===== src/rtl/crtc_pkg.sv =====
// crtc_pkg: definitions shared by the CRTC timing generator.
//   - Register index constants for the 6545-style register file (R0..R17).
//   - Vertical FSM state encoding.
//   - Sync-width decode: a 4-bit width field where 0 stands for 16.
package crtc_pkg;

  localparam int R0_H_TOTAL     = 0;
  localparam int R1_H_DISPLAYED = 1;
  localparam int R2_H_SYNC_POS  = 2;
  localparam int R3_SYNC_WIDTH  = 3;
  localparam int R4_V_TOTAL     = 4;
  localparam int R5_V_ADJUST    = 5;
  localparam int R6_V_DISPLAYED = 6;
  localparam int R7_V_SYNC_POS  = 7;
  localparam int R8_MODE        = 8;
  localparam int R9_MAX_SCAN    = 9;
  localparam int R10_CUR_START  = 10;
  localparam int R11_CUR_END    = 11;
  localparam int R12_START_HI   = 12;
  localparam int R13_START_LO   = 13;
  localparam int R14_CUR_HI     = 14;
  localparam int R15_CUR_LO     = 15;
  localparam int R16_LPEN_HI    = 16;
  localparam int R17_LPEN_LO    = 17;

  typedef enum logic {
    V_ACTIVE = 1'b0,
    V_ADJUST = 1'b1
  } v_state_t;

  // A programmed width of 0 means the longest pulse, 16 steps.
  function automatic logic [4:0] sync_width(input logic [3:0] w);
    return (w == 4'd0) ? 5'd16 : {1'b0, w};
  endfunction

endpackage


===== src/rtl/crtc_sync_pulse.sv =====
// crtc_sync_pulse: programmable-width sync pulse generator.
// Ports:
//   clk16  - system clock
//   res_b  - synchronous active-low reset
//   start  - begin (or restart) a pulse; only honoured on a step
//   step   - advance enable (one step = one character or one line)
//   width  - pulse length in steps, 0 encodes 16
//   pulse  - registered pulse output
// A start that lands while a pulse is running reloads the counter, so
// back-to-back pulses merge into one continuous high level.
import crtc_pkg::*;

module crtc_sync_pulse (
  input  logic       clk16,
  input  logic       res_b,
  input  logic       start,
  input  logic       step,
  input  logic [3:0] width,
  output logic       pulse
);

  logic [4:0] count_reg;
  logic [4:0] count_next;

  always_comb begin
    count_next = count_reg;
    if (step) begin
      if (start) begin
        count_next = sync_width(width);
      end else if (count_reg != 5'd0) begin
        count_next = count_reg - 5'd1;
      end
    end
  end

  // The pulse is registered from the next count so it is high during
  // exactly the steps the counter is loaded for, starting with the start step.
  always_ff @(posedge clk16) begin
    if (!res_b) begin
      count_reg <= 5'd0;
      pulse     <= 1'b0;
    end else begin
      count_reg <= count_next;
      pulse     <= (count_next != 5'd0);
    end
  end

endmodule


===== src/rtl/crtc_timing.sv =====
// crtc_timing: programmable 6545-style raster timing generator.
// Ports:
//   clk16, res_b         - clock, synchronous active-low reset
//   cclk_en              - character clock enable; everything advances on it
//   r0..r13 inputs       - live CRTC register values (R0-R7, R9, R12, R13)
//   hsync, vsync         - active-high sync pulses
//   de                   - display enable
//   ma, ra               - character memory address and scan row
//   frame_start          - one-clk16 pulse on the step that loads a new frame
// Outputs are registered from the counter state of the same step, so hsync,
// de and ma line up character for character.
import crtc_pkg::*;

module crtc_timing #(
  parameter int MA_WIDTH = 14,
  parameter int RA_WIDTH = 5
) (
  input  logic                clk16,
  input  logic                res_b,
  input  logic                cclk_en,
  input  logic [7:0]          r0_h_total,
  input  logic [7:0]          r1_h_displayed,
  input  logic [7:0]          r2_h_sync_pos,
  input  logic [7:0]          r3_sync_width,
  input  logic [6:0]          r4_v_total,
  input  logic [4:0]          r5_v_adjust,
  input  logic [6:0]          r6_v_displayed,
  input  logic [6:0]          r7_v_sync_pos,
  input  logic [4:0]          r9_max_scan,
  input  logic [5:0]          r12_start_hi,
  input  logic [7:0]          r13_start_lo,
  output logic                hsync,
  output logic                vsync,
  output logic                de,
  output logic [MA_WIDTH-1:0] ma,
  output logic [RA_WIDTH-1:0] ra,
  output logic                frame_start
);

  v_state_t            state_reg;
  v_state_t            state_next;
  logic [7:0]          h_count_reg;
  logic [RA_WIDTH-1:0] ra_count_reg;
  logic [6:0]          row_reg;
  logic [MA_WIDTH-1:0] row_start_reg;
  // Set by reset: the first character step after reset is a frame load.
  logic                load_pending_reg;

  logic                line_end;
  logic                last_scan;
  logic                last_row;
  logic                to_adjust;
  logic                frame_end;
  logic                frame_load;
  logic                h_de;
  logic                v_de;
  logic                step;
  logic                hsync_start;
  logic                vsync_start;
  logic                vsync_step;
  logic [MA_WIDTH-1:0] start_addr;

  assign start_addr = MA_WIDTH'({r12_start_hi, r13_start_lo});
  assign line_end   = (h_count_reg == r0_h_total);
  assign last_scan  = (ra_count_reg == RA_WIDTH'(r9_max_scan));
  assign last_row   = (row_reg == r4_v_total);
  assign h_de       = (h_count_reg < r1_h_displayed);
  assign frame_load = load_pending_reg | frame_end;

  // ---------------- vertical FSM: state register ----------------
  always_ff @(posedge clk16) begin
    if (!res_b) begin
      state_reg <= V_ACTIVE;
    end else begin
      state_reg <= state_next;
    end
  end

  // ---------------- vertical FSM: next state ----------------
  always_comb begin
    state_next = state_reg;
    to_adjust  = 1'b0;
    frame_end  = 1'b0;
    case (state_reg)
      V_ACTIVE: begin
        if (line_end && last_scan && last_row) begin
          if (r5_v_adjust != 5'd0) begin
            to_adjust = 1'b1;
          end else begin
            frame_end = 1'b1;
          end
        end
      end
      V_ADJUST: begin
        // Adjust lines reuse the scan counter, counting 0..R5-1.
        if (line_end && (ra_count_reg == RA_WIDTH'(r5_v_adjust - 5'd1))) begin
          frame_end = 1'b1;
        end
      end
      default: begin
        state_next = V_ACTIVE;
      end
    endcase
    if (cclk_en) begin
      if (load_pending_reg || frame_end) begin
        state_next = V_ACTIVE;
      end else if (to_adjust) begin
        state_next = V_ADJUST;
      end
    end
  end

  // ---------------- vertical FSM: outputs ----------------
  always_comb begin
    v_de = (state_reg == V_ACTIVE) && (row_reg < r6_v_displayed);
  end

  // ---------------- counters and registered outputs ----------------
  always_ff @(posedge clk16) begin
    if (!res_b) begin
      h_count_reg      <= 8'd0;
      ra_count_reg     <= '0;
      row_reg          <= 7'd0;
      row_start_reg    <= '0;
      load_pending_reg <= 1'b1;
      de               <= 1'b0;
      ma               <= '0;
      ra               <= '0;
      frame_start      <= 1'b0;
    end else begin
      frame_start <= 1'b0;
      if (cclk_en) begin
        ra <= ra_count_reg;
        // The post-reset load step has no real raster position behind it.
        de <= h_de & v_de & ~load_pending_reg;
        if (frame_load) begin
          h_count_reg      <= 8'd0;
          ra_count_reg     <= '0;
          row_reg          <= 7'd0;
          row_start_reg    <= start_addr;
          ma               <= start_addr;
          frame_start      <= 1'b1;
          load_pending_reg <= 1'b0;
        end else begin
          ma <= row_start_reg + MA_WIDTH'(h_count_reg);
          // No clamping: if R0 drops below h_count the counter wraps via 255.
          h_count_reg <= line_end ? 8'd0 : h_count_reg + 8'd1;
          if (line_end) begin
            if (state_reg == V_ACTIVE && last_scan) begin
              ra_count_reg  <= '0;
              row_reg       <= row_reg + 7'd1;
              row_start_reg <= row_start_reg + MA_WIDTH'(r1_h_displayed);
            end else begin
              ra_count_reg <= ra_count_reg + RA_WIDTH'(1);
            end
          end
        end
      end
    end
  end

  // ---------------- sync pulses ----------------
  assign step        = cclk_en & ~load_pending_reg;
  assign hsync_start = (h_count_reg == r2_h_sync_pos);
  // vsync is launched on the first character of line 0 of row R7 and stepped
  // at line starts, so it frames whole lines in step with de and ma.
  assign vsync_start = (h_count_reg == 8'd0) && (state_reg == V_ACTIVE) &&
                       (row_reg == r7_v_sync_pos) && (ra_count_reg == '0);
  assign vsync_step  = step & (h_count_reg == 8'd0);

  crtc_sync_pulse u_hsync (
    .clk16 (clk16),
    .res_b (res_b),
    .start (hsync_start),
    .step  (step),
    .width (r3_sync_width[3:0]),
    .pulse (hsync)
  );

  crtc_sync_pulse u_vsync (
    .clk16 (clk16),
    .res_b (res_b),
    .start (vsync_start),
    .step  (vsync_step),
    .width (r3_sync_width[7:4]),
    .pulse (vsync)
  );

endmodule


===== config.mk =====
export PLATFORM = sky130hd
export DESIGN_NAME = crtc_timing
export DESIGN_NICKNAME = d
export VERILOG_FILES = /design/src/rtl/crtc_pkg.sv /design/src/rtl/crtc_sync_pulse.sv /design/src/rtl/crtc_timing.sv
export SDC_FILE = /design/constraint.sdc
export NUM_CORES = 1
export LEC_CHECK = 0
export CAP_MARGIN = 5
export CORE_ASPECT_RATIO = 0.9
export CORE_MARGIN = 5
export CORE_UTILIZATION = 29
export CTS_CLUSTER_SIZE = 16
export DETAILED_ROUTE_END_ITERATION = 16
export HOLD_SLACK_MARGIN = 0.05
export PLACE_DENSITY_LB_ADDON = 0.15
export SLEW_MARGIN = 20
export SYNTH_ARGS = -nofsm -noshare
export SYNTH_HDL_FRONTEND = slang
export SYNTH_SLANG_ARGS = --single-unit

===== constraint.sdc =====
create_clock -name clk16 -period 2.9 [get_ports clk16]
set_input_delay 0.58 -clock clk16 [delete_from_list [all_inputs] [get_ports clk16]]
set_output_delay 0.58 -clock clk16 [all_outputs]
set_load 0.02 [all_outputs]

==> results.ini <==
[detailed_routing]
viasPerCell=4.949
drtPass1Iterations=4
wl_per_cell_um=15.72
postRouteAntennaNets=0
drc=0
vias=4855
drtIter0Drc=231
routed_wl_mm=15.42

[die]
io-pin-count=103
die_w_um=148.7
rows=45
die_area_um2=20050
start_util_pct=29.63
die_y_um=134.8
coreArea_um2=16950

[min_path]
holdCritStartpoint=u_hsync.count_reg[4]
min_to=u_hsync.count_reg[4]
hold_depth=2
hold_path.class=flip-flop to flip-flop

[yosys]
synth_most_common_cell=dfxtp_1
synthFlopType=dfxtp_1
synth-xor-area-share_pct=11.16
synth_mux_area_share_pct=1.395
netlist.area_leader.share_pct=27.50
synth_top_family_by_area=compound AO/OA/AOI/OAI gates
synth_top_area_cell=dfxtp_1
seq_area_frac_synth_pct=27.50
synthAdderAreaFrac_pct=10.01
syn_nets=743
synth_edf_count=0
ys_ff_latch=69
syn_area_per_cell_um2=8.049
async_reset_ff_share_pct=0
synth.distinct_cells=74
synth_common_cells=69 x dfxtp_1, 52 x nand2_1, 40 x nor2_1, 39 x xnor2_1, 38 x inv_1
yosys-top-cells-area=dfxtp_1 28%, ha_1 9.2%, xnor2_1 6.8%, xor2_1 4.4%, nand2_1 3.9%
synthCells=624
yosys_warnings=0
synthSimpleGateAreaFrac_pct=21.70
synth_area_um2=5022
synth_compound_area_share_pct=21.90

[global_routing]
busiest_layer=met2
gr-usage-all-layers_pct=15.39
grt_use_met3_pct=3.490
grt_max_degree=51
grt.overflow.total=0
antenna_found_initial=0
grt_pass1_wl_mm=24.79
met1_usage_pct=20.74
met2_usage_pct=24.41
grt_pass1_vias=4898

[power_and_ir_drop]
switching_power_mw=0.7700
power_leakage_nw=2.754
p_int_mw=2.050
p_seq_share_pct=36.5
p_clk_share_pct=41.0
peakVddDrop_mv=0.2862
swShare_pct=27.30
power_frac_comb_pct=22.5
powerDensity_nw_per_um2=413.4

[sta]
max_slew_margin_pct=62.63
min_period_over_period_pct=91.93
finalClockSkew_ns=0.006462
rsz0062_at_grt=no
setup-violations-final=0
worst_pin_slew_ns=0.5547
clock.fmax_mhz=375.1
hold_viol_final=0
finalCriticalPeriod_ns=2.666
whs_ns=0.4791
slew_viol_final=0

[critical_path]
end_kind=flip-flop
r2r_setup_slack_ns=0.40
r2r-start=row_start_reg[1]
regToRegEndpoint=ma[13]
crit_fanout=3
critPathRequiredTime_ns=3.18
cp-start-kind=primary input
ff2ff_path_depth=8
worstSetupPathType=primary input to flip-flop
cp.arrival_ns=2.95

[clock_network]
clk_path_buf_depth=2
clockRootBuffer=clkbuf_16
clkTransAtPathRegs_ns=0.06
h-tree-depth=3
numCtsBuffers=9
clkLatencyLatePin_ns=0.34
cts_tree=built
clock-sinks=69
holdBufCountCts=0

[finish]
fillers=1751
ff_latch_area_um2=1381
final_net_count=860
multi_input_area_um2=3336
area_growth_pct=35.82
final_util_pct=40.25
drive_gt1_share_pct=11.13
diodes=0

[run_status]
status=finished, final reports clean

[job]
max_cap_viol_count=0

[place]
routabilityCongestion=0.8479
io_buffers=102
dp_hpwl_mm=11.75

==> metrics by stage <==
stage          instances  cell area, um^2  setup WS [ns]  power, mW  setup TNS (ns)
3_5_place_dp         965             6497        -0.2106      1.680         -0.7275
4_1_cts              981             6809         0.1387      2.863               0
3_3_place_gp         965             6497       -0.09853      1.671         -0.4083
6_report             981             6822         0.2341      2.820               0
2_1_floorplan        624             5022         0.4885      1.393               0
5_1_grt              981             6822        0.06119      2.965               0
==> cell type report <==
cell class,instances,share of cell area [%]
clock buffers,12,3.907
clock inverters,4,0.6603
inverters,38,2.091
multi-input cells,479,48.90
flip-flops and latches,69,20.25
well taps,235,4.310
repair buffers,144,19.88
==> layout by cell type (no fill, tap or decap), types with 25 or more instances in the layout <==
master | Yosys | final
clkdlybuf4s50_1 | 0 | 101
dfxtp_1 | 69 | 69
nand2_1 | 52 | 52
nor2_1 | 40 | 40
buf_4 | 0 | 40
xnor2_1 | 39 | 39
inv_1 | 38 | 38
ha_1 | 37 | 37
a21oi_1 | 34 | 34
o21ai_0 | 32 | 32
xor2_1 | 25 | 25
==> worst max-delay path, stage by stage <==
cell             delay, ns
clkdlybuf4s50_1       0.49
ha_1                  0.18
inv_1                 0.06
fa_2                  0.36
nor2b_2               0.15
o2111ai_1             0.17
a31oi_2               0.29
buf_4                 0.16
nand3_1               0.10
o32ai_1               0.24
a32o_1                0.17
==> power groups by stage <==
stage | logic [mW] | registers [mW] | clock network (mW)
6_report | 0.633 | 1.03 | 1.16
5_1_grt | 0.696 | 1.04 | 1.23
4_1_cts | 0.635 | 1.03 | 1.20
3_5_place_dp | 0.630 | 1.05 | 0
3_3_place_gp | 0.622 | 1.05 | 0
2_1_floorplan | 0.329 | 1.06 | 0
==> how the worst max path moves through the flow <==
stage                     cells past startpoint                 to  slack, ns               from
final                                        11  row_start_reg[10]       0.23  r1_h_displayed[0]
after global routing                         11  row_start_reg[10]       0.06  r1_h_displayed[0]
after CTS                                    11  row_start_reg[10]       0.14  r1_h_displayed[0]
after detailed placement                     11  row_start_reg[10]      -0.21  r1_h_displayed[0]
after global placement                       11  row_start_reg[10]       -0.1  r1_h_displayed[0]
after floorplan                              11   row_start_reg[9]       0.49     r5_v_adjust[0]
==> kinds of logic after synthesis <==
family | after synthesis
compound gates | 164
xor+xnor | 64
fa+ha+maj | 39
buf+inv | 76
flops | 69
mux | 7
simple gates | 205
==> per-layer routing <==
layer	wire, um	up-vias
met5	0	-
met4	216	0
met3	734	16
met2	6989	120
met1	7481	2254
li1	-	2465
==> timing repair <==
action,4_1_cts,5_1_grt
buffers inserted,0,0
endpoints found under the setup margin,0,2
gates resized for setup,0,4
No activity file was read; power rests on OpenSTA's default activity.
==> variant 1, RTL diff (same flow settings) <==
`RA_WIDTH`: 5 -> 10.
--- a/src/rtl/crtc_timing.sv
+++ b/src/rtl/crtc_timing.sv
@@ -13,7 +13,7 @@
 
 module crtc_timing #(
   parameter int MA_WIDTH = 14,
-  parameter int RA_WIDTH = 5
+  parameter int RA_WIDTH = 10
 ) (
   input  logic                clk16,
   input  logic                res_b,
Ports: changed (resized ra); port bits go from 103 to 108. No check against the original RTL was run, so the function may have changed too.
==> variant 1 against the unedited design <==
Die area increased by 8.7%. Worst setup slack got worse by 0.020 ns. Core utilization shrank 0.50 points. Synthesized cell count up 6.6%. Sequential cell count grew 10. Non-clock buffer count is 9 higher. Count of clock-buffer cells in the layout up 2. Sequential share of layout area grew 1.2 points. Area after synthesis increased by 9.4%. Clock skew increased by 0.0017 ns. Power increased by 2.0%. Wire length grew 9.4%. Cell area is 7.9% higher.
==> variant 1: results (changes against the unedited design) <==
| Metric | Value |
|---|---|
| Worst slack at placement | -0.177 ns (was -0.211 ns) |
| Most repeated cell in the gate-level netlist after synthesis | sky130_fd_sc_hd__dfxtp_1 (unchanged) |
| Number of warnings reported in the yosys synthesis log | 0 (unchanged) |
| Initial antenna violation count | 0 (unchanged) |
| Detail-routed via count per cell | 4.95 (about the same) |
| Distinct cells, synth | 66 (was 74) |
| Global-route congestion overflow total | 0 (unchanged) |
| Net switching power figure | 0.000773 W (was 0.000770 W) |
| Leakage power | 2.98 nW (was 2.75 nW) |
| Filler Cells Inserted | 1860 (was 1751) |
| Net count after synthesis | 784 (was 743) |
| Critical-path maximum fanout | 4 (was 3) |
| DR iter-0 viols | 275 (was 231) |
| Outcome | completed (unchanged) |
| Layout Skew | 0.00816 ns (was 0.00646 ns) |
| Post-synthesis async set-or-reset flop share | 0% (unchanged) |
| Weighted congestion reported at the end of routability-driven placement | 0.845 (was 0.848) |
| Vias in the first global route | 5125 (was 4898) |
| Clock root buffer master | sky130_fd_sc_hd__clkbuf_16 (unchanged) |
| Worst min-delay path category | register to register (unchanged) |
| Post-synth top flop | sky130_fd_sc_hd__dfxtp_1 (unchanged) |
| Part of the total power dissipated in sequential elements | 40.1% (was 36.5%) |
| Total wire length after detailed routing | 16.9 mm (was 15.4 mm) |
| Global routing usage summed across all routing layers | 15.6% (was 15.4%) |
| Combinational cell power | 0.000582 W (was 0.000633 W) |
| Final-stage net count | 912 (was 860) |
| Remaining max-slew budget at the tightest pin | 61.8% (was 62.6%) |
| Max VDD drop | 0.000264 V (was 0.000286 V) |
| Post-synth top cells | sky130_fd_sc_hd__dfxtp_1, sky130_fd_sc_hd__nor2_1, sky130_fd_sc_hd__xnor2_1, sky130_fd_sc_hd__o21ai_0, sky130_fd_sc_hd__nand2_1 (was sky130_fd_sc_hd__dfxtp_1, sky130_fd_sc_hd__nand2_1, sky130_fd_sc_hd__nor2_1, sky130_fd_sc_hd__xnor2_1, sky130_fd_sc_hd__inv_1) |
| 1st-pass router iterations | 5 (was 4) |
| Count of antenna diodes in the layout | 0 (unchanged) |
| Via count | 5161 (was 4855) |
| Number of buffer cells added on primary ports | 107 (was 102) |
| Cells taking the most area after synthesis | sky130_fd_sc_hd__dfxtp_1, sky130_fd_sc_hd__xnor2_1, sky130_fd_sc_hd__ha_1 (was sky130_fd_sc_hd__dfxtp_1, sky130_fd_sc_hd__ha_1, sky130_fd_sc_hd__xnor2_1) |
| Largest net degree at the start of global routing | 49 (was 51) |
| Number of instances in the synthesized netlist | 665 (was 624) |
| Post-Place Cell Area | 7060 um^2 (was 6500 um^2) |
| First-pass GRT wire length | 27.5 mm (was 24.8 mm) |
| Placed Cells | 1027 (was 965) |
| Post-detail-place hpwl | 13.2 mm (was 11.8 mm) |
| Seq/Total Area, Yosys | 28.8% (was 27.5%) |
| Fraction of final layout cells with drive strength greater than 1 | 9.52% (was 11.1%) |
variant 1: cell count changes after synthesis, sizes merged, moves of 5 or more:
cell / change
and3: +10
mux2i: +18
nand2: -11
dfxtp: +10
xor2: -6
a21o: +5
nor3: -7
nor2: +17
a31oi: -10
nor4: +5
xnor2: +17
nand4: +7
variant 1: repair_timing:
item / in CTS / in global routing
hold buffers: 0 / 0
gates resized for setup: 0 / 2
buffers inserted: 0 / 0
endpoints found under the setup margin: 0 / 5
variant 1: per-layer routing:
metal / vias up / track usage, % / routed length [um]
li1: 2631 / - / -
met1: 2385 / 21.6 / 8280
met2: 134 / 24.8 / 7670
met3: 11 / 3.33 / 771
met4: 0 / 3.62 / 148
met5: - / 0 / 0
variant 1: logic make-up (layout without fill, tap and decap cells):
group	Yosys count	in the layout	share of synthesized area, %
buf+inv	70	203	5.90
xor+xnor	75	75	12.0
mux	26	26	4.76
fa+ha+maj	39	39	9.16
compound gates	159	159	18.7
flops	79	79	28.8
simple gates	217	217	20.7
variant 1: layout make-up:
class | count | area, um^2 | area share, %
inverters | 34 | 128 | 1.73
flip-flops and latches | 79 | 1580 | 21.5
clock inverters | 2 | 12.5 | 0.170
multi-input cells | 516 | 3600 | 48.9
well taps | 245 | 307 | 4.16
repair buffers | 153 | 1450 | 19.7
clock buffers | 14 | 284 | 3.86
variant 1: worst max-delay path, stage by stage:
cell	delay, ns
sky130_fd_sc_hd__clkdlybuf4s50_1	0.48
sky130_fd_sc_hd__ha_1	0.18
sky130_fd_sc_hd__inv_1	0.06
sky130_fd_sc_hd__fa_1	0.38
sky130_fd_sc_hd__nor2b_1	0.14
sky130_fd_sc_hd__o21ai_0	0.12
sky130_fd_sc_hd__a21boi_0	0.27
sky130_fd_sc_hd__o21bai_1	0.18
sky130_fd_sc_hd__buf_4	0.17
sky130_fd_sc_hd__o21bai_1	0.13
sky130_fd_sc_hd__o221ai_1	0.14
sky130_fd_sc_hd__a21oi_1	0.14
variant 1: worst paths after layout:
path	start	end	slack (ns)	depth (start not counted)
max	r1_h_displayed[0]	row_start_reg[12]$_SDFFE_PN0P_	0.21	12
min	ra[4]$_SDFFE_PN0P_	ra[4]$_SDFFE_PN0P_	0.50	2
max reg2reg	ra_count_reg[7]$_SDFFE_PN0P_	row_reg[0]$_SDFFE_PN0P_	0.25	9
min reg2reg	ra[4]$_SDFFE_PN0P_	ra[4]$_SDFFE_PN0P_	0.50	2
variant 1: metrics by stage:
stage                     hold slack, ns  power [W]
after global placement             0.479    0.00175
final                              0.498    0.00288
after floorplan                    0.469    0.00148
after global routing               0.531    0.00301
after CTS                          0.506    0.00292
after detailed placement           0.481    0.00176
==> variant 2, RTL diff (same settings) <==
Without the edit above. Put one more register stage on the output `ra`, without a reset. The value now appears one clock later. The other outputs are not delayed to match.
--- a/src/rtl/crtc_timing.sv
+++ b/src/rtl/crtc_timing.sv
@@ -36,6 +36,8 @@
   output logic [RA_WIDTH-1:0] ra,
   output logic                frame_start
 );
+
+  logic [RA_WIDTH-1:0] ra_s0;
 
   v_state_t            state_reg;
   v_state_t            state_next;
@@ -125,12 +127,12 @@
       load_pending_reg <= 1'b1;
       de               <= 1'b0;
       ma               <= '0;
-      ra               <= '0;
+      ra_s0            <= '0;
       frame_start      <= 1'b0;
     end else begin
       frame_start <= 1'b0;
       if (cclk_en) begin
-        ra <= ra_count_reg;
+        ra_s0 <= ra_count_reg;
         // The post-reset load step has no real raster position behind it.
         de <= h_de & v_de & ~load_pending_reg;
         if (frame_load) begin
@@ -186,5 +188,9 @@
     .pulse (vsync)
   );
 
+  always_ff @(posedge clk16) begin
+    ra <= ra_s0;
+  end
+
 endmodule
 
Formal check against the unedited RTL: not equivalent (Yosys sat finds a counterexample within 4 cycles, from zero or initial values).
==> variant 2 against the unedited design <==
Sequential cell count rose by 5. Count of clock-buffer cells in the layout shrank 1. Area after synthesis up 2.2%. Cell count increased by 3.3%. Worst setup slack worse by 0.013 ns. Wire length up 4.5%. Sequential share of layout area rose by 0.86 points. Power fell by 1.9%. Global-route usage grew 0.51 points. Cell area is 2.9% higher. Largest power group is now sequential cells.
==> variant 2: results (changes against the unedited design) <==
| Metric | Value |
|---|---|
| Fraction of final layout cells with drive strength greater than 1 | 11.5% (was 11.1%) |
| FF-to-FF path depth | 10 (was 8) |
| Worst slack at placement | -0.138 ns (was -0.211 ns) |
| Detail Route met3 WL | 809 um (was 734 um) |
| Outcome | completed (unchanged) |
| Detail-routed via count per cell | 4.94 (was 4.95) |
| Worst hold-check slack | 0.352 ns (was 0.479 ns) |
| Clk network pwr share | 39.5% (was 41.0%) |
| Wire length on met1 | 8.20 mm (was 7.48 mm) |
| Post-detail-place hpwl | 12.7 mm (was 11.8 mm) |
| Final-stage net count | 887 (was 860) |
| Sink of the worst hold path | ra[4]$_DFF_P_ (was u_hsync.count_reg[4]$_SDFF_PN0_) |
| Placed Cells | 997 (was 965) |
| Post-Place Cell Area | 6720 um^2 (was 6500 um^2) |
| Met3 usage | 2.80% (was 3.49%) |
| Weighted congestion reported at the end of routability-driven placement | 0.844 (was 0.848) |
| Part of the total power dissipated in sequential elements | 39.3% (was 36.5%) |
| FF+latch area | 1480 um^2 (was 1380 um^2) |
| Beginning of the critical path | r5_v_adjust[0] (was r1_h_displayed[0]) |
| Max VDD drop | 0.000271 V (was 0.000286 V) |
| Global Route met1 Usage | 22.9% (was 20.7%) |
| Distinct cells, synth | 67 (was 74) |
| Post-synth top cells | sky130_fd_sc_hd__dfxtp_1, sky130_fd_sc_hd__nand2_1, sky130_fd_sc_hd__nor2_1 (was sky130_fd_sc_hd__dfxtp_1, sky130_fd_sc_hd__nand2_1, sky130_fd_sc_hd__nor2_1, sky130_fd_sc_hd__xnor2_1, sky130_fd_sc_hd__inv_1) |
| Leakage power | 2.82 nW (was 2.75 nW) |
| R2r startpoint | h_count_reg[0]$_SDFFE_PN0P_ (was row_start_reg[1]$_SDFFE_PN0P_) |
| Largest net degree at the start of global routing | 53 (was 51) |
| Cells taking the most area after synthesis | sky130_fd_sc_hd__dfxtp_1, sky130_fd_sc_hd__ha_1, sky130_fd_sc_hd__xnor2_1 (unchanged) |
| 1st-pass router iterations | 5 (was 4) |
| Net count after synthesis | 754 (was 743) |
==> variant 2: cell families (layout without fill, tap and decap cells) <==
kind of cell / count (synthesis) / after routing / share of synthesized area (%)
AOI/OAI and AO/OA: 173 / 173 / 22.2
xor gates and xnor gates: 63 / 63 / 10.8
adders and majority gates: 39 / 39 / 9.80
buffers and inverters: 71 / 209 / 6.27
DFF: 74 / 74 / 28.9
muxes: 5 / 5 / 0.975
and+or+nand+nor: 210 / 210 / 21.1
==> variant 2: repair_timing <==
item                                    in CTS  in global routing
hold buffers                                 0                  0
resized for setup                            0                  1
endpoints found under the setup margin       0                  1
==> variant 2: area by class of cell <==
cell class | count | area share (%)
Multi-Input combinational cell | 490 | 47.5
Clock buffer | 11 | 3.60
Clock inverter | 5 | 0.535
Sequential cell | 74 | 21.1
Inverter | 38 | 2.03
Timing Repair Buffer | 155 | 20.9
Tap cell | 240 | 4.28
